===== config.mk =====
export PLATFORM = sky130hd
export DESIGN_NAME = adbg_or1k_bp_xtrig_flat
export DESIGN_NICKNAME = d
export VERILOG_FILES = /design/src/rtl/adbg_or1k_bp_xtrig_if.sv /design/src/rtl/adbg_or1k_bp_xtrig.sv /design/src/flat_wrapper.sv
export SDC_FILE = /design/constraint.sdc
export NUM_CORES = 1
export LEC_CHECK = 0
export ABC_AREA = 1
export CAP_MARGIN = 20
export CORE_MARGIN = 4
export CORE_UTILIZATION = 51
export DETAILED_ROUTE_END_ITERATION = 7
export PLACE_DENSITY_LB_ADDON = 0.1
export SLEW_MARGIN = 20
export SYNTH_ARGS = -nofsm -noshare
export SYNTH_HDL_FRONTEND = slang
export SYNTH_SLANG_ARGS = --single-unit

===== constraint.sdc =====
create_clock -name cpu_clk_i -period 2.66 [get_ports cpu_clk_i]
set_input_delay 0.399 -clock cpu_clk_i [delete_from_list [all_inputs] [get_ports cpu_clk_i]]
set_output_delay 0.399 -clock cpu_clk_i [all_outputs]
set_load 0.1 [all_outputs]

===== src/rtl/adbg_or1k_bp_xtrig_if.sv =====
`default_nettype none
// +----------------------------------------------------------------------+
// | adbg_or1k_bp_xtrig_if : breakpoint / halt handshake signal bundle    |
// | Revision 1.0                                                         |
// +----------------------------------------------------------------------+
interface adbg_or1k_bp_xtrig_if #(
    parameter int NB_CORES = 4
);
    logic [NB_CORES-1:0]   core_bp_i;
    logic [NB_CORES-1:0]   core_halted_i;
    logic [NB_CORES-1:0]   stall_i;
    logic [NB_CORES-1:0]   xtrig_mask_i;
    logic [NB_CORES-1:0]   bp_o;
    logic [NB_CORES-1:0]   halt_req_o;
    logic [2*NB_CORES-1:0] cause_o;
    logic                  all_halted_o;

    modport master (
        output core_bp_i, core_halted_i, stall_i, xtrig_mask_i,
        input  bp_o, halt_req_o, cause_o, all_halted_o
    );

    modport slave (
        input  core_bp_i, core_halted_i, stall_i, xtrig_mask_i,
        output bp_o, halt_req_o, cause_o, all_halted_o
    );
endinterface
`default_nettype wire


===== src/rtl/adbg_or1k_bp_xtrig.sv =====
`default_nettype none
// +----------------------------------------------------------------------+
// | adbg_or1k_bp_xtrig : per-core breakpoint halt FSMs with cross-trigger|
// | Cross-trigger built only when ADBG_OR1K_XTRIG_EN is defined.         |
// | Revision 1.0                                                         |
// +----------------------------------------------------------------------+
module adbg_or1k_bp_xtrig #(
    parameter int NB_CORES = 4
) (
    input  wire logic             cpu_clk_i,
    input  wire logic             cpu_rstn_i,
    adbg_or1k_bp_xtrig_if.slave   bus
);

    localparam logic [1:0] ST_RUN         = 2'd0;
    localparam logic [1:0] ST_HALT_WAIT   = 2'd1;
    localparam logic [1:0] ST_HALTED      = 2'd2;
    localparam logic [1:0] ST_RESUME_WAIT = 2'd3;

    localparam logic [1:0] CAUSE_NONE  = 2'b00;
    localparam logic [1:0] CAUSE_BP    = 2'b01;
    localparam logic [1:0] CAUSE_XTRIG = 2'b10;
    localparam logic [1:0] CAUSE_STALL = 2'b11;

    logic [1:0]            state_q [NB_CORES];
    logic [1:0]            state_d [NB_CORES];
    logic [NB_CORES-1:0]   bp_prev_q;
    logic [NB_CORES-1:0]   bp_q, bp_d;
    logic [NB_CORES-1:0]   halt_req_q, halt_req_d;
    logic [2*NB_CORES-1:0] cause_q, cause_d;
    logic                  all_halted_q, all_halted_d;

    logic [NB_CORES-1:0]   eligible;
    logic [NB_CORES-1:0]   own_evt;
    logic [NB_CORES-1:0]   xtrig_evt;

    // A core already pulsing bp_o is on its way out of RUN and takes no new event.
    always_comb begin
        eligible = '0;
        for (int i = 0; i < NB_CORES; i++) begin
            eligible[i] = (state_q[i] == ST_RUN) && !bp_q[i];
        end
        own_evt = bus.core_bp_i & ~bp_prev_q & eligible;
    end

`ifdef ADBG_OR1K_XTRIG_EN
    always_comb begin
        xtrig_evt = '0;
        if (|(own_evt & bus.xtrig_mask_i)) begin
            xtrig_evt = bus.xtrig_mask_i & eligible & ~own_evt;
        end
    end
`else
    always_comb begin
        xtrig_evt = '0;
    end
`endif

    always_ff @(posedge cpu_clk_i or negedge cpu_rstn_i) begin
        if (!cpu_rstn_i) begin
            for (int i = 0; i < NB_CORES; i++) begin
                state_q[i] <= ST_RUN;
            end
        end else begin
            for (int i = 0; i < NB_CORES; i++) begin
                state_q[i] <= state_d[i];
            end
        end
    end

    always_comb begin
        for (int i = 0; i < NB_CORES; i++) begin
            state_d[i] = state_q[i];
            case (state_q[i])
                ST_RUN:         if (bp_q[i] || bus.stall_i[i])          state_d[i] = ST_HALT_WAIT;
                ST_HALT_WAIT:   if (bus.core_halted_i[i])               state_d[i] = ST_HALTED;
                ST_HALTED:      if (!bus.stall_i[i] && !bp_q[i])        state_d[i] = ST_RESUME_WAIT;
                ST_RESUME_WAIT: if (!bus.core_halted_i[i])              state_d[i] = ST_RUN;
                default:                                                state_d[i] = ST_RUN;
            endcase
        end
    end

    // Outputs are registered from the next state so they line up with state_q.
    always_comb begin
        bp_d         = own_evt | xtrig_evt;
        halt_req_d   = '0;
        cause_d      = cause_q;
        all_halted_d = 1'b1;
        for (int i = 0; i < NB_CORES; i++) begin
            halt_req_d[i] = (state_d[i] == ST_HALT_WAIT) || (state_d[i] == ST_HALTED);
            if (state_d[i] != ST_HALTED) begin
                all_halted_d = 1'b0;
            end
            if (own_evt[i]) begin
                cause_d[2*i +: 2] = CAUSE_BP;
            end else if (xtrig_evt[i]) begin
                cause_d[2*i +: 2] = CAUSE_XTRIG;
            end else if (eligible[i] && bus.stall_i[i]) begin
                cause_d[2*i +: 2] = CAUSE_STALL;
            end else if (state_q[i] == ST_RESUME_WAIT && state_d[i] == ST_RUN) begin
                cause_d[2*i +: 2] = CAUSE_NONE;
            end
        end
    end

    always_ff @(posedge cpu_clk_i or negedge cpu_rstn_i) begin
        if (!cpu_rstn_i) begin
            bp_prev_q    <= '0;
            bp_q         <= '0;
            halt_req_q   <= '0;
            cause_q      <= '0;
            all_halted_q <= 1'b0;
        end else begin
            bp_prev_q    <= bus.core_bp_i;
            bp_q         <= bp_d;
            halt_req_q   <= halt_req_d;
            cause_q      <= cause_d;
            all_halted_q <= all_halted_d;
        end
    end

    assign bus.bp_o         = bp_q;
    assign bus.halt_req_o   = halt_req_q;
    assign bus.cause_o      = cause_q;
    assign bus.all_halted_o = all_halted_q;

endmodule
`default_nettype wire


===== src/flat_wrapper.sv =====
// flat-port wrapper written by rule: the top's interface ports become plain ports
module adbg_or1k_bp_xtrig_flat 
#(
    parameter int NB_CORES = 4
)
  (cpu_clk_i, cpu_rstn_i, bus_core_bp_i, bus_core_halted_i, bus_stall_i, bus_xtrig_mask_i, bus_bp_o, bus_halt_req_o, bus_cause_o, bus_all_halted_o);
  adbg_or1k_bp_xtrig_if #(.NB_CORES(NB_CORES)) bus_i ();
  input  wire logic cpu_clk_i;
  input  wire logic cpu_rstn_i;
  input wire logic [$bits(bus_i.core_bp_i)-1:0] bus_core_bp_i;
  input wire logic [$bits(bus_i.core_halted_i)-1:0] bus_core_halted_i;
  input wire logic [$bits(bus_i.stall_i)-1:0] bus_stall_i;
  input wire logic [$bits(bus_i.xtrig_mask_i)-1:0] bus_xtrig_mask_i;
  output wire logic [$bits(bus_i.bp_o)-1:0] bus_bp_o;
  output wire logic [$bits(bus_i.halt_req_o)-1:0] bus_halt_req_o;
  output wire logic [$bits(bus_i.cause_o)-1:0] bus_cause_o;
  output wire logic [$bits(bus_i.all_halted_o)-1:0] bus_all_halted_o;
  assign bus_i.core_bp_i = bus_core_bp_i;
  assign bus_i.core_halted_i = bus_core_halted_i;
  assign bus_i.stall_i = bus_stall_i;
  assign bus_i.xtrig_mask_i = bus_xtrig_mask_i;
  assign bus_bp_o = bus_i.bp_o;
  assign bus_halt_req_o = bus_i.halt_req_o;
  assign bus_cause_o = bus_i.cause_o;
  assign bus_all_halted_o = bus_i.all_halted_o;
  adbg_or1k_bp_xtrig #(.NB_CORES(NB_CORES)) u_core (.cpu_clk_i(cpu_clk_i), .cpu_rstn_i(cpu_rstn_i), .bus(bus_i));
endmodule

Yosys cells after proc, flatten, opt, wreduce, memory -nomap -nowiden:

Cells that the tools add are included.
Widths: inputs -> output; s select.

* input bits: 18
* register bits: 29

* reduce and logical (&&, ||, !) cells: 44
* mux-type cells: 36
* equal/unequal tests: 24
* bitwise operators: 3

Operator list (count)
* $mux 2: 28
* $pmux 2 s4: 4
* $eq 2x2->1 const B: 12
* $eq 2x1->1 const B: 8
* $logic_and 1x1->1: 16
* $logic_not 2->1: 8
* $reduce_bool 3->1: 4
* $and 4x4->4: 2
* $logic_not 1->1: 8
* $logic_or 1x1->1: 8
* $ne 2x2->1 const B: 4
* $mux 1: 4
* $not 4->4: 1

Depth between registers and ports, before layout:

* depth in word-level cells: 9
* depth in mapped cells: 11
* mapped depth without buffers: 11

Worst setup path after synthesis:

No wires, ideal clock.

* path kind: flip-flop to flip-flop
* from: register u_core.bp_q[2], in the netlist u_core.bus.bp_o[2]
* to: register u_core.cause_q[5], in the netlist u_core.bus.cause_o[5]
* setup slack: 0.751 ns
* setup time: 0.113 ns
* cell stages (with the launch flop): 11
* data required time: 2.547 ns
* data arrival time: 1.796 ns
* path through: dfrtp_1 > nor2_1 > nand3_1 > nand2_1 > nor2_1 > ha_1 > nand3_1 > nand2_1 > nand2_1 > nand2_1 > inv_1

* cells in the longest elaborated chain, start to end: 7
* elaborated cells between the ends (all ways): 14
* classes of those cells: 5 x mux; 1 x bitwise; 8 x reduce/logical

RTL lines
* from (decl): RTL line adbg_or1k_bp_xtrig.sv:28 `logic [NB_CORES-1:0] bp_q, bp_d;`
* from (signal assigned): RTL line adbg_or1k_bp_xtrig.sv:116 `bp_q <= bp_d;`
* $logic_not 1->1: RTL line adbg_or1k_bp_xtrig.sv:41, adbg_or1k_bp_xtrig.sv:77
* $logic_and 1x1->1: RTL line adbg_or1k_bp_xtrig.sv:77 `ST_HALTED: if (!bus.stall_i[i] && !bp_q[i]) state_d[i] = ST_RESUME_WAIT;`
* $mux 2: RTL line adbg_or1k_bp_xtrig.sv:77
* $pmux 2 s4: RTL line adbg_or1k_bp_xtrig.sv:74 `case (state_q[i])`
* $logic_not 2->1: RTL line adbg_or1k_bp_xtrig.sv:101 `end else if (state_q[i] == ST_RESUME_WAIT && state_d[i] == ST_RUN) begin`
* $logic_and 1x1->1: RTL line adbg_or1k_bp_xtrig.sv:101
* $reduce_bool 3->1 (no source line)
* to (signal assigned): RTL line adbg_or1k_bp_xtrig.sv:118 `cause_q <= cause_d;`
* to (decl): RTL line adbg_or1k_bp_xtrig.sv:30 `logic [2*NB_CORES-1:0] cause_q, cause_d;`

Several ways; a longest one is shown, not always the timed one.
A chain may end at the register's enable or synchronous reset.

Worst setup path in the final report:

* from: input bus_stall_i[2]
* to: register u_core.cause_q[5], in the netlist u_core.bus.cause_o[5]

* cells in the longest elaborated chain, start to end: 7
* elaborated cells between the ends (all ways): 12
* classes of those cells: 5 x mux; 7 x reduce/logical

RTL lines
* from (decl): RTL line flat_wrapper.sv:12 `input wire logic [$bits(bus_i.stall_i)-1:0] bus_stall_i;`
* $logic_not 1->1: RTL line adbg_or1k_bp_xtrig.sv:77
* $logic_and 1x1->1: RTL line adbg_or1k_bp_xtrig.sv:77
* $mux 2: RTL line adbg_or1k_bp_xtrig.sv:77
* $pmux 2 s4: RTL line adbg_or1k_bp_xtrig.sv:74
* $logic_not 2->1: RTL line adbg_or1k_bp_xtrig.sv:101
* $logic_and 1x1->1: RTL line adbg_or1k_bp_xtrig.sv:101
* $reduce_bool 3->1 (no source line)

Several ways; a longest one is shown, not always the timed one.

==> impl_metrics.env <==
export IMPL_status="finished clean"
export IMPL_clk_path_buf_depth=2
export IMPL_synth_area_um2=1310
export IMPL_area_delta_synth_final_pct=27.0
export IMPL_hold_viol=0
export IMPL_finalCriticalPeriod_ns=1.60
export IMPL_cts_resized=0
export IMPL_cts_buffers_inserted=5
export IMPL_synthSimpleGateAreaFrac=0.261
export IMPL_hold_class="in -> async"
export IMPL_slew_limit_headroom=0.757
export IMPL_dpl_hpwl_um=1860
export IMPL_synth_compound_area_share=0.0267
export IMPL_clock_latency_ns=0.32
export IMPL_cts_hold_buffers_added=0
export IMPL_ys_warn_count=0
export IMPL_dieArea_um2=3450
export IMPL_drive_gt1_frac=0.177
export IMPL_synth_area_leader_cell="dfrtp_1"
export IMPL_rsz0062_at_grt="no"
export IMPL_vias=1055
export IMPL_totalWireLength_um=2400
export IMPL_clock_sinks=29
export IMPL_dieWidth_um=58.7
export IMPL_synth_edf_count=0
export IMPL_netlist_instances=147
export IMPL_crit_path_cell_trace="clkdlybuf4s50_1, nor2_1, nand2_1, nand3_1, inv_1, nor2_1, ha_1, nand3_1, nand2_1, nand2_1, nand2_1, inv_1"
export IMPL_portBuffers=30
export IMPL_layout_nets=211
export IMPL_cp_end_kind="flop"
export IMPL_worst_setup_path_type="in -> reg"
export IMPL_synth_most_common_cell="nand2_1"
export IMPL_setup_tns_ns=0
export IMPL_rows=18
export IMPL_synth_fa_ha_area_frac=0.0763
export IMPL_required_ns=2.88
export IMPL_crit_path_frequent_cell="nand2_1"
export IMPL_synth_seq_cells=29
export IMPL_tightest_slew_ns=0.364
export IMPL_cp_start_kind="input port"
export IMPL_grt_antenna_before_repair=0
export IMPL_grt_pass1_wl_um=4390
export IMPL_yosys_top_cells_area="dfrtp_1 55%, nand3_1 9.2%, nand2_1 8.6%"
export IMPL_synth_common_cells="30 x nand2_1, 29 x dfrtp_1, 27 x inv_1, 24 x nand3_1, 12 x nor2_1"
export IMPL_fmax_ghz=0.623
export IMPL_synth_distinct_cells=15
export IMPL_wl_per_cell_um=11.1
export IMPL_synth_fp_nets=173
export IMPL_start_util=0.535
export IMPL_ys_seq_area_frac=0.553
export IMPL_timing_hold_ws_ns=0.453
export IMPL_synth_ff_type="dfrtp_1"
export IMPL_fin_worst_skew_ns=0.0111
export IMPL_clk_pin_slew_worst_paths_ns=0.10
export IMPL_postRouteAntennaNets=0
export IMPL_grt_max_degree=30
export IMPL_gp_congestion=0.736
export IMPL_crit_arrival_ns=1.82
export IMPL_dp_cells=208
export IMPL_post_cts_buffers=0
export IMPL_fin_util=0.679
export IMPL_max_cap_viol_count=0
export IMPL_synth_mux_area_frac=0
export IMPL_slowest_stage="clkdlybuf4s50_1"
export IMPL_antenna_cells=0
export IMPL_synth_top_area_frac=0.553
export IMPL_tritoncts="yes"
export IMPL_worstPathMaxFanout=2
export IMPL_synthArstFlopShare=1.00
export IMPL_r2r_slack_ns=1.16
export IMPL_drc=0
export IMPL_setup_viol=0
export IMPL_cts_htree_levels=2
export IMPL_via_per_inst=4.88
export IMPL_core_area_um2=2450
export IMPL_drt_iter0_drc=17
export IMPL_fin_cells=216
export IMPL_max_stage_delay_ns=0.42
export IMPL_avgSynthCellArea_um2=8.93
export IMPL_period_share=0.603
export IMPL_synth_top_family_by_area="simple AND/OR/NAND/NOR gates"
export IMPL_grt_ovfl_total=0
export IMPL_grt_pass1_vias=1086
export IMPL_die_y_um=58.7
export IMPL_firstDrtPassIters=4
export IMPL_io_pins=35
export IMPL_gr_usage_all_layers=0.169
export IMPL_synth_xor_area_frac=0
export IMPL_cts_root_buf="clkbuf_4"
export IMPL_maxSlewViolCount=0
## worst max-delay path, delay by kind of cell
family	cells	cell delay [ns]
adders and majority gates	1	0.17
buffers and inverters	3	0.51
and+or+nand+nor	8	0.74
## cell usage in the layout (no fill, tap or decap), types with 2 or more instances in the layout
cell type and n:
o21ai_0 3, nand3_1 24, nor2_1 12, nor2_2 2, clkinv_2 2, nor2_4 2
clkbuf_4 5, buf_4 18, inv_2 2, dfrtp_1 29, a21oi_1 4, ha_1 8
nand2_1 30, inv_1 27, clkdlybuf4s50_1 13
## through the flow
step	worst slack [ns]	instance area [um^2]
4_1_cts	1.06	1670
6_report	1.06	1670
5_1_grt	0.884	1670
3_5_place_dp	0.726	1620
2_1_floorplan	0.751	1310
3_3_place_gp	0.808	1620
## state kept, by name, summed over array words and instances (netlist names)
signal / cells
u_core.bus.halt_req_o: 4
u_core.state_q: 8
u_core.bus.all_halted_o: 1
u_core.bp_prev_q: 4
u_core.bus.bp_o: 4
u_core.bus.cause_o: 8
## path summary, 6_finish.rpt
| path | cells after the start | from | to |
|---|---|---|---|
| setup / recovery | 12 | bus_stall_i[2] | u_core.bus.cause_o[5] |
| max in group asynchronous | 2 | cpu_rstn_i | u_core.bus.cause_o[7] |
| setup reg to reg | 11 | u_core.bus.bp_o[2] | u_core.bus.cause_o[5] |
| min in group cpu_clk_i | 2 | u_core.bus.cause_o[6] | u_core.bus.cause_o[6] |
| hold / removal | 2 | cpu_rstn_i | u_core.bp_prev_q[1] |
| hold reg to reg | 2 | u_core.bus.cause_o[6] | u_core.bus.cause_o[6] |
## routing by layer
metal / vias to the layer above / global-route usage / part of all wire
met1: 483 / 0.190 / 0.41
met3: 7 / 0.0570 / 0.090
met5: - / 0 / 0
met2: 31 / 0.287 / 0.48
met4: 0 / 0.0777 / 0.020
li1: 534 / - / -
## cells by family after synthesis
logic type	Yosys count
AND/OR/NAND/NOR	74
buffers and inverters	29
flip-flops	29
adder cells (fa/ha/maj)	8
AO/OA/AOI/OAI	7
## final cells by class
cell class	instances	area (um^2)
fillers	200	788
multi-input cells	89	478
clock buffers	6	41.3
inverters	29	109
repair buffers	31	265
flip-flops and latches	29	726
clock inverters	2	10.0
well taps	30	37.5
Power is not shown: default switching activity piles up to over one toggle a cycle in this logic, so the estimate is an artifact.
